==> src/rtl/div_sequencer.sv <==
// div_sequencer: sits between the execute stage and the shared iterative
// divider. Handles divide-by-zero and signed overflow locally, serves repeated
// operand pairs from a one-entry result cache, and otherwise runs the divider
// and stalls execute until the result comes back.
module div_sequencer #(
  parameter int unsigned DATA_WIDTH = 32
) (
  input  logic                  clk,
  input  logic                  rst_n,
  input  logic                  req_valid,
  input  logic [1:0]            req_op,
  input  logic [DATA_WIDTH-1:0] req_dividend,
  input  logic [DATA_WIDTH-1:0] req_divisor,
  input  logic                  flush,
  output logic                  stall,
  output logic                  resp_valid,
  output logic [DATA_WIDTH-1:0] resp_result,
  output logic                  div_start,
  output logic [DATA_WIDTH-1:0] div_dividend,
  output logic [DATA_WIDTH-1:0] div_divisor,
  output logic                  div_unsigned,
  input  logic [DATA_WIDTH-1:0] div_quotient,
  input  logic [DATA_WIDTH-1:0] div_remainder,
  input  logic                  div_done
);

  localparam logic [DATA_WIDTH-1:0] MIN_NEG = {1'b1, {(DATA_WIDTH-1){1'b0}}};

  typedef enum logic [1:0] {
    IDLE,
    BUSY,
    DRAIN,
    RESP
  } state_t;

  state_t state;
  state_t state_nx;

  // Selects remainder (1) or quotient (0) for the accepted request.
  logic                  rem_sel_q;

  logic                  cache_valid;
  logic [DATA_WIDTH-1:0] cache_dividend;
  logic [DATA_WIDTH-1:0] cache_divisor;
  logic                  cache_unsigned;
  logic [DATA_WIDTH-1:0] cache_quotient;
  logic [DATA_WIDTH-1:0] cache_remainder;

  logic                  div_by_zero;
  logic                  sgn_overflow;
  logic                  cache_hit;
  logic                  fast_path;
  logic [DATA_WIDTH-1:0] fast_result;

  logic                  accept;
  logic                  done_ok;
  logic                  cache_wr;

  // Classify the incoming request and form the result for the 1-cycle path.
  always_comb begin
    div_by_zero  = (req_divisor == '0);
    sgn_overflow = !req_op[0] && (req_dividend == MIN_NEG) && (req_divisor == '1);
    cache_hit    = cache_valid
                && (cache_dividend == req_dividend)
                && (cache_divisor == req_divisor)
                && (cache_unsigned == req_op[0]);
    fast_path    = div_by_zero || sgn_overflow || cache_hit;
    fast_result  = '0;
    if (div_by_zero) begin
      fast_result = req_op[1] ? req_dividend : '1;
    end else if (sgn_overflow) begin
      fast_result = req_op[1] ? '0 : MIN_NEG;
    end else begin
      fast_result = req_op[1] ? cache_remainder : cache_quotient;
    end
  end

  // State register.
  always_ff @(posedge clk or negedge rst_n) begin
    if (!rst_n) begin
      state <= IDLE;
    end else begin
      state <= state_nx;
    end
  end

  // Next-state logic and per-cycle control strobes.
  always_comb begin
    state_nx   = state;
    accept     = 1'b0;
    done_ok    = 1'b0;
    cache_wr   = 1'b0;
    resp_valid = 1'b0;
    unique case (state)
      IDLE: begin
        if (req_valid && !flush) begin
          accept   = 1'b1;
          state_nx = fast_path ? RESP : BUSY;
        end
      end
      BUSY: begin
        // div_done is not trusted in the cycle that carries div_start.
        done_ok = div_done && !div_start;
        if (done_ok && flush) begin
          state_nx = IDLE;
        end else if (done_ok) begin
          cache_wr = 1'b1;
          state_nx = RESP;
        end else if (flush) begin
          state_nx = DRAIN;
        end
      end
      DRAIN: begin
        if (div_done) begin
          state_nx = IDLE;
        end
      end
      RESP: begin
        resp_valid = !flush;
        state_nx   = IDLE;
      end
      default: begin
        state_nx = IDLE;
      end
    endcase
  end

  assign stall = req_valid && !resp_valid;

  // Divider interface registers: operands latched on accept, one-cycle start.
  always_ff @(posedge clk or negedge rst_n) begin
    if (!rst_n) begin
      div_start    <= 1'b0;
      div_dividend <= '0;
      div_divisor  <= '0;
      div_unsigned <= 1'b0;
      rem_sel_q    <= 1'b0;
    end else begin
      div_start <= accept && !fast_path;
      if (accept) begin
        div_dividend <= req_dividend;
        div_divisor  <= req_divisor;
        div_unsigned <= req_op[0];
        rem_sel_q    <= req_op[1];
      end
    end
  end

  // Result register: loaded from the fast path or the divider, held otherwise.
  always_ff @(posedge clk or negedge rst_n) begin
    if (!rst_n) begin
      resp_result <= '0;
    end else if (accept && fast_path) begin
      resp_result <= fast_result;
    end else if (cache_wr) begin
      resp_result <= rem_sel_q ? div_remainder : div_quotient;
    end
  end

  // Cache valid bit; only a completed, unflushed divide sets it.
  always_ff @(posedge clk or negedge rst_n) begin
    if (!rst_n) begin
      cache_valid <= 1'b0;
    end else if (cache_wr) begin
      cache_valid <= 1'b1;
    end
  end

  // Cache payload; meaningless while cache_valid is low, so it has no reset.
  always_ff @(posedge clk) begin
    if (cache_wr) begin
      cache_dividend  <= div_dividend;
      cache_divisor   <= div_divisor;
      cache_unsigned  <= div_unsigned;
      cache_quotient  <= div_quotient;
      cache_remainder <= div_remainder;
    end
  end

endmodule

==> config.mk <==
export PLATFORM = sky130hd
export DESIGN_NAME = div_sequencer
export DESIGN_NICKNAME = d
export VERILOG_FILES = /design/src/rtl/div_sequencer.sv
export SDC_FILE = /design/constraint.sdc
export NUM_CORES = 1
export LEC_CHECK = 0
export CELL_PAD_IN_SITES_DETAIL_PLACEMENT = 1
export CELL_PAD_IN_SITES_GLOBAL_PLACEMENT = 1
export CORE_AREA = 5 5 129 193
export DETAILED_ROUTE_END_ITERATION = 12
export DIE_AREA = 0 0 134 198
export HOLD_SLACK_MARGIN = 0.08
export PLACE_DENSITY = 0.91
export RECOVER_POWER = 50
export SETUP_SLACK_MARGIN = 0.5
export SLEW_MARGIN = 10
export SYNTH_ARGS = -nofsm -noshare
export SYNTH_HDL_FRONTEND = slang
export SYNTH_SLANG_ARGS = --single-unit
==> constraint.sdc <==
create_clock -name clk -period 10.23 [get_ports clk]
set_clock_uncertainty 0.1 [all_clocks]
set_input_delay 1.023 -clock clk [delete_from_list [all_inputs] [get_ports clk]]
set_output_delay 1.023 -clock clk [all_outputs]
set_load 0.05 [all_outputs]
==> results of run 1 <==
-- worst reg2reg max path, cell delays in order (launching register included) --
cell       delay, ns
dfrtp_1         0.46
nor4b_1         0.31
clkbuf_1        2.79
and4_1          0.74
a2bb2oi_4       0.28
nor2b_4         0.40
a221o_1         0.50
-- where the power goes --
group	switching [mW]	internal [mW]
Clock	0.351	0.484
Sequential	0.116	1.15
Combinational	0.681	0.402
Total	1.15	2.04
-- through the flow --
| step | setup slack [ns] | util, % | power, mW | hold WS (ns) | area (um^2) |
|---|---|---|---|---|---|
| floorplan | 4.234 | - | 1.916 | 0.3392 | 9977 |
| CTS | 5.969 | 58.12 | 3.218 | 0.3771 | 13300 |
| global route | 3.156 | 58.04 | 3.301 | 0.3885 | 13280 |
| global placement | 5.549 | 54.88 | 2.339 | 0.3534 | 12560 |
| finish | 3.849 | 58.06 | 3.189 | 0.3743 | 13290 |
| detailed placement | 5.492 | 54.88 | 2.373 | 0.3621 | 12560 |
-- cell usage after synthesis, drive strengths merged (14+ instances only) --
| cell | number | area, um^2 |
|---|---|---|
| edfxtp | 129 | 3874 |
| nand4 | 15 | 93.84 |
| dfrtp | 102 | 2552 |
| nand2b | 14 | 87.58 |
| a221o | 32 | 320.3 |
| nor2b | 14 | 95.09 |
| o21ai | 33 | 165.2 |
| xor2 | 32 | 280.3 |
| a221oi | 33 | 289.0 |
| clkbuf | 32 | 120.1 |
| mux2i | 30 | 300.3 |
| nor4 | 23 | 150.1 |
| xnor2 | 14 | 122.6 |
| mux2 | 99 | 1115 |
-- kinds of logic (layout without fill, tap and decap cells) --
family,Yosys count,in the layout
AO/OA/AOI/OAI,114,114
XOR/XNOR,46,46
buffers and inverters,48,291
flip-flops,231,231
multiplexers,129,129
other,0,3
AND/OR/NAND/NOR,97,97
-- layer usage --
layer / wire length [um] / track usage (%) / vias to the layer above
met5: 0 / 0 / -
met4: 1812 / 11.59 / 0
met3: 1819 / 3.991 / 95
met2: 16640 / 41.61 / 312
met1: 12430 / 29.08 / 3626
li1: - / - / 3079
-- cell type report --
type                            count  area share (%)
Clock buffer                       35           5.122
Sequential cell                   231           48.36
Tap cell                          280           2.637
Inverter                            9          0.2542
Timing Repair Buffer              241           17.88
Clock inverter                      6          0.4520
Multi-Input combinational cell    386           25.24
Antenna cell                        3         0.05650
-- path summary, 6_finish.rpt --
kind,startpoint,endpoint,slack (ns),cells past startpoint
hold reg to reg,div_divisor[29],cache_divisor[29],0.37,0
max in group asynchronous,rst_n,div_unsigned,4.20,2
setup / recovery,flush,resp_result[27],3.85,7
hold / removal,div_divisor[29],cache_divisor[29],0.37,0
min in group asynchronous,rst_n,div_dividend[4],1.15,1
setup reg to reg,state[0],resp_result[27],4.52,6
-- sequential cells by signal, summed over array words and instances, names as in the netlist --
register and flops:
cache_dividend 32, cache_divisor 32, cache_quotient 32, cache_remainder 32, cache_unsigned 1, cache_valid 1, div_dividend 32, div_divisor 32
div_start 1, div_unsigned 1, rem_sel_q 1, resp_result 32, state 2
==> flow_metrics.env, run 1 <==
export IMPL_synth_fp_nets=800
export IMPL_htreeDepth=1
export IMPL_synth_edf_count=129
export IMPL_regArea_um2=6426
export IMPL_routedWlPerCell_um=27.45
export IMPL_synth_cell_types=44
export IMPL_period_minus_slack_ns=6.381
export IMPL_port_buffers=234
export IMPL_ios=235
export IMPL_gp_congestion=0.8626
export IMPL_ys_seq_area_share_pct=64.41
export IMPL_layout_commonest_cell="clkdlybuf4s50_1"
export IMPL_cts_sinks=231
export IMPL_clock_fmax_mhz=156.7
export IMPL_globalRouteTotalUtil_pct=24.00
export IMPL_first_global_vias=7844
export IMPL_finalNonFillerCells=1191
export IMPL_min_path_type="flip-flop to flip-flop"
export IMPL_synthXorXnorAreaFrac_pct=4.038
export IMPL_num_nets_final=1027
export IMPL_dp_hpwl_um=23170
export IMPL_synth_compound_area_share_pct=9.167
export IMPL_clkLatencyLatePin_ns=0.50
export IMPL_finalCritPeriodShare_pct=62.38
export IMPL_die_area_um2=26530
export IMPL_yosys_mux_area_fraction_pct=14.18
export IMPL_yosys_area_share_adder_pct=0
export IMPL_critical_path_max_fanout=68
export IMPL_path_cells="dlygate4sd3_1 -> nor4b_1 -> clkbuf_1 -> and4_1 -> a2bb2oi_4 -> nor2b_4 -> a221o_1"
export IMPL_violations="max-capacitance violations, max-slew violations"
export IMPL_vias_per_cell=5.971
export IMPL_slowest_delay_ns=2.79
export IMPL_synth_avg_cell_area_um2=15.00
export IMPL_ys_async_sr_fraction_pct=44.16
export IMPL_power_density_nw_per_um2=240.0
export IMPL_cts_resized=0
export IMPL_ys_warn_count=0
export IMPL_cts_tree="built"
export IMPL_grt_start_max_net_pins=72
export IMPL_ys_ff_latch=231
export IMPL_drt_initial_drc_count=443
export IMPL_postCtsSetupRepairBufs=0
export IMPL_dieWidth_um=134
export IMPL_path_delay_family="buffers and inverters"
export IMPL_cts_buffers=23
export IMPL_hold_viol_final=0
export IMPL_max_slew_margin_pct=-163.7
export IMPL_drc=0
export IMPL_vias=7112
export IMPL_worstMarginPinSlew_ns=3.956
export IMPL_crit_buf_inv=2
export IMPL_cp_required_ns=10.50
export IMPL_n_fill_cell=2159
export IMPL_final_cell_mix="167 x clkdlybuf4s50_1, 129 x edfxtp_1, 102 x dfrtp_1, 99 x mux2_2, 65 x dlygate4sd3_1"
export IMPL_clkTransAtPathRegs_ns=0.06
export IMPL_dr_pass1_iters=5
export IMPL_synth_top_family_by_area="multiplexers"
export IMPL_multi_input_area_um2=3353
export IMPL_grt_pass1_wl_um=48380
export IMPL_synthSimpleGateAreaFrac_pct=6.082
export IMPL_drv_cap=3
export IMPL_ys_flop_type="edfxtp_1"
export IMPL_syn_instance_count=665
export IMPL_fp_dieH_um=198
export IMPL_worstPathArrival_ns=6.65
export IMPL_area_growth_pct=33.18
export IMPL_tns_ns=0
export IMPL_setup_viol=0
export IMPL_drive_gt1_share_pct=15.97
export IMPL_core_um2=22890
export IMPL_maxSlewViolCount=174
export IMPL_hold_buffers=0
export IMPL_dp_cells=1147
export IMPL_cts_root_buffer="clkbuf_16"
export IMPL_outcome="finished with violations"
export IMPL_endpoint_kind="flip-flop"
export IMPL_grt_overflow_total=0
export IMPL_ant_nets=0
export IMPL_crit_type="input pin to flip-flop"
export IMPL_p_leak_nw=4.995
export IMPL_clock_path_buffers=3
export IMPL_peakVddDrop_mv=0.1384
export IMPL_initial_utilization_pct=43.59
export IMPL_startpoint_type="input pin"
export IMPL_routed_wirelength_um=32700
export IMPL_synthesis_area_um2=9977
export IMPL_antenna_found_initial=2
export IMPL_num_rows=68
export IMPL_rsz0062_at_grt="false"
export IMPL_crit_path_top_delay_cell="clkbuf_1"
No activity file was read; power rests on OpenSTA's default activity.
==> inputs of run 2 (changes only) <==
- CORE_AREA: 5 5 129 193 -> 5 5 134 200
- DIE_AREA: 0 0 134 198 -> 0 0 139 205
- PLACE_DENSITY: 0.91 -> 0.85
- clock period: 10.23 -> 6.35 ns (I/O delays scaled with it)
==> run 2 against run 1 <==
  * The flow still finishes with violations (max-capacitance violations, max-slew violations)
  * Sequential power grew 63%
  * Combinational power grew 56%
  * Cell count grew 3.9%
  * Non-clock buffer count shrank 1
  * Utilization shrank 4.3 points
  * Power grew 60%
  * Clock power grew 62%
  * Worst setup slack lost 1.8 ns
  * Cell area grew 0.60%
  * Count of clock-buffer cells in the layout shrank 6
  * Sequential share of layout area shrank 0.28 points
  * Critical path type unchanged
  * Largest cell class unchanged
==> flow_metrics.env, run 2 (synthesis gave the netlist of run 1 again) <==
export IMPL_ant_nets=0
export IMPL_worstMarginPinSlew_ns=3.857
export IMPL_r2r_start="state[1]"
export IMPL_drc=0
export IMPL_globalRouteTotalUtil_pct=21.73
export IMPL_htreeDepth=1
export IMPL_initial_utilization_pct=40.11
export IMPL_violations="max-capacitance violations, max-slew violations"
export IMPL_ios=235
export IMPL_clkPwrFrac_pct=26.4
export IMPL_max_slew_margin_pct=-157.2
export IMPL_peakVddDrop_mv=0.2237
export IMPL_clkTransAtPathRegs_ns=0.07
export IMPL_crit_path_top_delay_cell="and4b_1"
export IMPL_outcome="finished with violations"
export IMPL_hold_viol_final=0
export IMPL_die_area_um2=28500
export IMPL_dp_cells=1194
export IMPL_min_to="cache_unsigned"
export IMPL_drt_initial_drc_count=357
export IMPL_ff2ff_path_depth=4
export IMPL_fin_util_pct=53.74
export IMPL_first_global_vias=7743
export IMPL_cts_root_buffer="clkbuf_16"
export IMPL_clock_fmax_mhz=234.8
export IMPL_r2r_setup_slack_ns=2.44
export IMPL_num_rows=71
export IMPL_holdWs_ns=0.3624
export IMPL_period_minus_slack_ns=4.260
export IMPL_layout_commonest_cell="clkdlybuf4s50_1"
export IMPL_crit_type="input pin to flip-flop"
export IMPL_maxSlewViolCount=113
export IMPL_port_buffers=234
export IMPL_startpoint_type="input pin"
export IMPL_worstPathArrival_ns=4.54
export IMPL_n_fill_cell=2472
export IMPL_routedWlPerCell_um=25.86
export IMPL_gp_congestion=0.8545
export IMPL_drv_cap=2
export IMPL_routed_wirelength_um=32010
export IMPL_tns_ns=0
export IMPL_rsz0062_at_grt="false"
export IMPL_power_switching_mw=1.834
export IMPL_hold_buffers=0
export IMPL_finalNonFillerCells=1238
export IMPL_vias_per_cell=5.700
export IMPL_pwr_share_comb_pct=33.1
export IMPL_endpoint_kind="flip-flop"
export IMPL_drive_gt1_share_pct=16.32
export IMPL_min_path_type="flip-flop to flip-flop"
export IMPL_power_density_nw_per_um2=382.0
export IMPL_cts_buffers=23
export IMPL_area_growth_pct=33.99
export IMPL_total_power_mw=5.107
export IMPL_critical_path_max_fanout=50
export IMPL_path_delay_family="simple AND/OR/NAND/NOR gates"
export IMPL_grt_overflow_total=0
export IMPL_grt_start_max_net_pins=115
export IMPL_min_path_cells=0
export IMPL_finalCritPeriodShare_pct=67.08
export IMPL_slowest_delay_ns=1.91
export IMPL_r2r_end="resp_result[26]"
export IMPL_cts_sinks=231
export IMPL_crit_buf_inv=1
export IMPL_seqPwrFrac_pct=40.4
export IMPL_dr_pass1_iters=5
export IMPL_cts_tree="built"
export IMPL_worstHoldStart="div_unsigned"
export IMPL_cp_required_ns=6.63
export IMPL_setup_viol=0
export IMPL_cts_resized=0
export IMPL_num_nets_final=1026
export IMPL_final_cell_mix="155 x clkdlybuf4s50_1, 129 x edfxtp_1, 101 x dfrtp_1, 99 x mux2_2, 77 x dlygate4sd3_1"
export IMPL_clkLatencyLatePin_ns=0.50
export IMPL_p_leak_nw=5.009
export IMPL_dieWidth_um=139
export IMPL_p_sw_share_pct=35.91
export IMPL_fp_dieH_um=205
export IMPL_postCtsSetupRepairBufs=0
export IMPL_antenna_found_initial=4
export IMPL_clock_path_buffers=3
export IMPL_dp_hpwl_um=22660
export IMPL_core_um2=24870
export IMPL_path_cells="dlygate4sd3_1 -> nor2_1 -> and4b_1 -> nor2b_4 -> a221o_1"
export IMPL_internal_power_mw=3.273
export IMPL_grt_pass1_wl_um=47870
export IMPL_vias=7057
==> run 2: changes by cell type in the layout (fill, tap and decap cells not counted), sizes merged, moves of 2 or more <==
cell / previous run / this run
inv: 11 / 9
clkbuf: 38 / 31
clkinv: 2 / 8
dlygate4sd3: 65 / 77
clkdlybuf4s50: 167 / 155
==> run 2: cell type report <==
cell class                 count  area [um^2]  share of cell area (%)
tap                          328        410.4                   3.070
clock inverter                12        115.1                  0.8611
multi-input combinational    386         3359                   25.13
sequential                   231         6427                   48.08
timing repair buffer         240         2386                   17.85
inverter                       9        33.78                  0.2527
antenna                        3        7.507                 0.05616
clock buffer                  29        628.1                   4.699
==> run 2: routing by layer <==
layer | GRT usage [%] | routed length (um) | vias up
li1 | - | - | 3081
met1 | 26.47 | 12340 | 3603
met2 | 38.36 | 16390 | 311
met3 | 3.853 | 2071 | 60
met4 | 8.462 | 1192 | 2
met5 | 0 | 13 | -
==> run 2: how the worst max path moves through the flow <==
stage / start / to / slack, ns / cells past startpoint
after floorplan: flush / resp_result[30] / 0.74 / 5
after global placement: req_dividend[15] / resp_result[15] / 2.21 / 9
after detailed placement: req_dividend[15] / resp_result[7] / 2.09 / 9
after CTS: req_dividend[15] / resp_result[13] / 2.60 / 9
after global routing: rst_n / div_divisor[23] / 1.30 / 2
final: flush / resp_result[26] / 2.09 / 5
==> run 2: stage by stage <==
stage          cell area, um^2  setup WS [ns]
3_5_place_dp             12630          2.088
5_1_grt                  13370          1.297
3_3_place_gp             12630          2.205
4_1_cts                  13370          2.602
2_1_floorplan             9977         0.7416
6_report                 13370          2.090
==> run 2: power by group through the flow <==
stage	Clock, mW	Sequential, mW	Combinational, mW
2_1_floorplan	0	2.74	0.344
3_3_place_gp	0	2.08	1.69
3_5_place_dp	0	2.09	1.72
4_1_cts	1.38	2.07	1.73
5_1_grt	1.44	2.10	1.75
6_report	1.35	2.07	1.69
==> inputs of run 3 (changes only) <==
- CORE_AREA: 5 5 134 200 -> 5 5 141 210
- DIE_AREA: 0 0 139 205 -> 0 0 146 215
- PLACE_DENSITY: 0.85 -> 0.81
- clock period: 6.35 -> 3.6 ns (I/O delays scaled with it)
==> run 3 against run 2 <==
  * The flow now finishes without violations
  * First-iteration DRC count increased by 27%
  * Utilization decreased by 4.2 points
  * Worst setup slack lost 1.4 ns
  * Routed wire length up 3.1%
  * Hold slack improved by 0.0084 ns
  * Sequential power rose by 77%
  * Global-route usage fell by 1.3 points
  * Register-to-register slack worse by 1.8 ns
  * Critical path depth unchanged
  * Sequential share of layout area shrank 1.2 points
  * Via count is 0.99% higher
  * Highest routed layer is now met4
==> flow_metrics.env, run 3 (synthesis gave the netlist of run 1 again) <==
export IMPL_outcome="finished clean"
export IMPL_num_nets_final=1044
export IMPL_fin_util_pct=49.57
export IMPL_dp_hpwl_um=23600
export IMPL_initial_utilization_pct=36.04
export IMPL_layout_setup_ws_ns=0.6673
export IMPL_worstMarginPinSlew_ns=1.413
export IMPL_grt_overflow_total=0
export IMPL_dr_pass1_iters=5
export IMPL_clkTransAtPathRegs_ns=0.06
export IMPL_clock_fmax_mhz=341.0
export IMPL_num_rows=75
export IMPL_max_slew_margin_pct=5.769
export IMPL_tns_ns=0
export IMPL_vias=7127
export IMPL_cts_tree="built"
export IMPL_period_minus_slack_ns=2.933
export IMPL_cts_sinks=231
export IMPL_holdWs_ns=0.3708
export IMPL_p_leak_nw=5.182
export IMPL_layout_commonest_cell="clkdlybuf4s50_1"
export IMPL_area_growth_pct=37.53
export IMPL_ios=235
export IMPL_setup_viol=0
export IMPL_postCtsSetupRepairBufs=0
export IMPL_crit_type="flip-flop to flip-flop"
export IMPL_grt_start_max_net_pins=79
export IMPL_core_um2=27680
export IMPL_min_path_type="flip-flop to flip-flop"
export IMPL_p_sw_share_pct=34.57
export IMPL_ff2ff_path_depth=5
export IMPL_power_switching_mw=3.331
export IMPL_path_cells="nor4b_1 -> and4_1 -> a2bb2oi_4 -> nor2b_4 -> a221o_1"
export IMPL_rsz0062_at_grt="false"
export IMPL_finalNonFillerCells=1274
export IMPL_peakVddDrop_mv=0.3705
export IMPL_clkLatencyLatePin_ns=0.51
export IMPL_first_global_vias=7800
export IMPL_startpoint_type="flip-flop"
export IMPL_antenna_found_initial=1
export IMPL_slowest_delay_ns=1.07
export IMPL_htreeDepth=1
export IMPL_drc=0
export IMPL_cts_buffers=25
export IMPL_power_density_nw_per_um2=702.1
export IMPL_vias_per_cell=5.594
export IMPL_internal_power_mw=6.303
export IMPL_endpoint_kind="flip-flop"
export IMPL_cp_required_ns=3.89
export IMPL_critical_path_max_fanout=32
export IMPL_clock_path_buffers=3
export IMPL_die_area_um2=31390
export IMPL_dp_cells=1227
export IMPL_globalRouteTotalUtil_pct=20.43
export IMPL_drv_cap=0
export IMPL_finalCritPeriodShare_pct=81.47
export IMPL_drive_gt1_share_pct=18.34
export IMPL_dieWidth_um=146
export IMPL_min_path_cells=0
export IMPL_clkPwrFrac_pct=30.6
export IMPL_crit_path_top_delay_cell="nor4b_1"
export IMPL_gp_congestion=0.8486
export IMPL_ant_nets=0
export IMPL_port_buffers=234
export IMPL_grt_pass1_wl_um=49630
export IMPL_routedWlPerCell_um=25.90
export IMPL_cts_root_buffer="clkbuf_16"
export IMPL_fp_dieH_um=215
export IMPL_routed_wirelength_um=32990
export IMPL_pre_cts_slack_ns=0.1961
export IMPL_maxSlewViolCount=0
export IMPL_seqPwrFrac_pct=38.0
export IMPL_pwr_share_comb_pct=31.4
export IMPL_hold_viol_final=0
export IMPL_worstPathArrival_ns=3.23
export IMPL_final_cell_mix="168 x clkdlybuf4s50_1, 129 x edfxtp_1, 101 x dfrtp_1, 99 x mux2_2, 65 x dlygate4sd3_1"
export IMPL_drt_initial_drc_count=454
-- run 3: power by group through the flow --
stage	sequential [mW]	combinational (mW)	clock [mW]
floorplan	4.83	0.607	0
global placement	3.68	3.02	0
detailed placement	3.69	3.07	0
CTS	3.66	3.08	3.00
global route	3.71	3.13	3.10
finish	3.66	3.03	2.94
-- run 3: stage by stage --
step | cell area [um^2] | total power, mW
3_3_place_gp | 12800 | 6.693
6_report | 13720 | 9.634
3_5_place_dp | 12800 | 6.761
5_1_grt | 13720 | 9.940
2_1_floorplan | 9981 | 5.439
4_1_cts | 13760 | 9.735
-- run 3: area by class of cell --
type | count | area [um^2]
multi-input cells | 386 | 3353
inverters | 9 | 33.78
repair buffers | 256 | 2521
clock inverters | 14 | 251.5
flip-flops and latches | 231 | 6427
clock buffers | 31 | 699.4
diodes | 1 | 2.502
well taps | 346 | 432.9
fillers | 2717 | 13960
-- run 3: worst max-delay path: cells and delay by family, from the launching register on --
kind	cells	cell delay (ns)
AO/OA/AOI/OAI	2	0.51
flip-flops	1	0.46
AND/OR/NAND/NOR	3	1.73
-- run 3: final timing paths --
kind                                 start                end  slack [ns]
min in group asynchronous            rst_n    div_dividend[4]        0.61
min                        div_divisor[22]  cache_divisor[22]        0.37
max                               state[0]    resp_result[23]        0.67
max reg2reg                       state[0]    resp_result[23]        0.67
min reg2reg                div_divisor[22]  cache_divisor[22]        0.37
max in group asynchronous            rst_n    div_divisor[11]        1.78
-- run 3: timing repair --
action | 4_1_cts | 5_1_grt
resized for setup | 0 | 0
hold buffers | 1 | 0
setup endpoints to repair | 0 | 0
hold endpoints to repair | 46 | 0
-- run 3: per-layer routing --
metal  vias to the layer above  routed length, um  part of all wire, %  global-route usage (%)
met3                        59               2043                  6.2                   3.266
met1                      3647              12980                   39                   25.58
met5                         -                  0                    0                       0
met4                         0               1127                  3.4                   7.376
met2                       307              16840                   51                   35.77
li1                       3114                  -                    -                       -
==> patch: new RTL, flow settings as in run 2 <==
Re-encode `state_t` (4 states) as one-hot, 4 bits wide.
--- a/src/rtl/div_sequencer.sv
+++ b/src/rtl/div_sequencer.sv
@@ -26,11 +26,11 @@
 
   localparam logic [DATA_WIDTH-1:0] MIN_NEG = {1'b1, {(DATA_WIDTH-1){1'b0}}};
 
-  typedef enum logic [1:0] {
-    IDLE,
-    BUSY,
-    DRAIN,
-    RESP
+  typedef enum logic [3:0] {
+    IDLE  = 4'b0001,
+    BUSY  = 4'b0010,
+    DRAIN = 4'b0100,
+    RESP  = 4'b1000
   } state_t;
 
   state_t state;
Formal check against the unedited RTL: no difference found for any inputs over 4 cycles, from zero or initial values and one cycle with rst_n low; so few cycles prove little.
==> patch against run 2 <==
The flow still finishes with violations (max-capacitance violations, max-slew violations). Routed wire length grew 15%. Non-clock buffer count grew 3. Sequential cell count grew 2. Clock power grew 8%. Count of clock-buffer cells in the layout grew 5. Power shrank 5.8%. Synthesized area grew 2.8%. Worst setup slack lost 0.12 ns. Final area grew 2.6%. Combinational power shrank 18%.
==> patch: results (changes against run 2) <==
metric	value	unit	change
status	complete, but fails checks		unchanged
failing checks	max-capacitance violations, max-slew violations		unchanged
CLK BUF	34		was 29
post-synthesis mux area share	6.22	%	was 14.2%
Non-Clock Buffer Count	243		was 240
peak supply drop	0.252	mV	was 0.224 mV
synth unique cells	38		was 44
worst flop-to-flop path startpoint	state[0]$_DFFE_PN1P_		was state[1]$_DFFE_PN0P_
Synth Net Count	984		was 800
beginning of the critical path	rst_n		was flush
Routed WL	36900	µm	was 32000 µm
fin cells	1422		was 1238
comb_multi_in	559		was 386
fin nets	1207		was 1026
met2 GRT Util	46.0	%	was 38.4%
post-cts hold buffer count	1		was 0
Storage cell area	6480	µm²	was 6430 µm²
initial antenna violation count	5		was 4
Worst R2R End	div_divisor[25]$_DFFE_PN0P_		was resp_result[26]$_DFFE_PN0P_
Via density	5.70		about the same
crit path max-delay cell type	clkbuf_1		was and4b_1
max capacitance violation total	3		was 2
DPL Wire Length	26400	µm	was 22700 µm
multi-input combinational area share	25.9	%	was 25.1%
hold wc startpoint	div_divisor[14]$_DFFE_PN0P_		was div_unsigned$_DFFE_PN0P_
most frequent cells after synthesis	nand2_1, edfxtp_1, dfrtp_1		was edfxtp_1, dfrtp_1, mux2_2
part of the Yosys area used for sequential elements	63.2	%	was 64.4%
Post-synth EDFFs	129		unchanged
XOR/XNOR Fraction of Synth Area	3.76	%	was 4.04%
slowest stage delay, CP	1.68	ns	was 1.91 ns
Max Slew Vio Count	172		was 113
actual slew at the worst max-slew pin	3.46	ns	was 3.86 ns
largest cells by area after synthesis	edfxtp_1, dfrtp_1, nand2_1, xor2_1, mux2_2		was edfxtp_1, dfrtp_1, mux2_2, a221o_1, mux2i_1
cells after synthesis	849		was 665
DRT iter0 DRCs	487		was 357
number of synthesized register bits	233		was 231
Clk Latency, worst-skew pair	0.53	ns	was 0.50 ns
met3 Track Usage GR	4.16	%	was 3.85%
R2R setup slack	2.16	ns	was 2.44 ns
diodes inserted	4		was 3
compound-gate portion of the synthesized area	8.70	%	was 9.17%
Hold Path End	cache_divisor[14]$_DFFE_PP_		was cache_unsigned$_DFFE_PP_
Filler Cell Count	2594		was 2472
GPL Wtd Cong	0.886		was 0.855
Crit Path Max Fanout	67		was 50
internal power	3.11	mW	was 3.27 mW
first-pass GRT wire length	54900	µm	was 47900 µm
Layout clock area frac	5.95	%	was 5.56%
routed wl met2	19600	µm	was 16400 µm
Signal buf overhead	17.5	%	was 17.8%
Leakage	5.59	nW	was 5.01 nW
met1 Use GR	29.1	%	was 26.5%
FF-to-FF path depth	6		was 4
H-tree depth	1		unchanged
## patch: metrics by stage
| step | utilization (%) | worst slack [ns] |
|---|---|---|
| 4_1_cts | 55.2 | 2.57 |
| 6_report | 55.2 | 1.97 |
| 3_5_place_dp | 51.8 | 2.08 |
| 5_1_grt | 55.1 | 1.23 |
| 3_3_place_gp | 51.8 | 2.14 |
| 2_1_floorplan | - | 0.721 |
## patch: kinds of logic (layout without fill, tap and decap cells)
kind of cell / after synthesis / count (layout)
and+or+nand+nor: 339 / 339
DFF: 233 / 233
AOI/OAI and AO/OA: 116 / 116
muxes: 60 / 60
buffers and inverters: 57 / 298
xor gates and xnor gates: 44 / 44
other: 0 / 4
## patch: worst max-delay path by stage
stage / slack (ns) / cells after the start / to
6_report: 1.97 / 3 / div_dividend[24]$_DFFE_PN0P_
5_1_grt: 1.23 / 3 / div_dividend[24]$_DFFE_PN0P_
4_1_cts: 2.57 / 10 / resp_result[17]$_DFFE_PN0P_
3_5_place_dp: 2.08 / 10 / resp_result[17]$_DFFE_PN0P_
3_3_place_gp: 2.14 / 10 / resp_result[4]$_DFFE_PN0P_
2_1_floorplan: 0.72 / 5 / resp_result[22]$_DFFE_PN0P_
## patch: critical path, delay by kind of cell
| family | cells | cell delay (ns) |
|---|---|---|
| buf+inv | 3 | 3.82 |
## patch: power groups by stage
| stage | sequential [mW] | clock (mW) | combinational [mW] |
|---|---|---|---|
| 2_1_floorplan | 2.51 | 0 | 0.273 |
| 3_3_place_gp | 1.98 | 0 | 1.39 |
| 3_5_place_dp | 1.99 | 0 | 1.43 |
| 4_1_cts | 1.96 | 1.47 | 1.43 |
| 5_1_grt | 1.98 | 1.54 | 1.45 |
| 6_report | 1.96 | 1.46 | 1.39 |
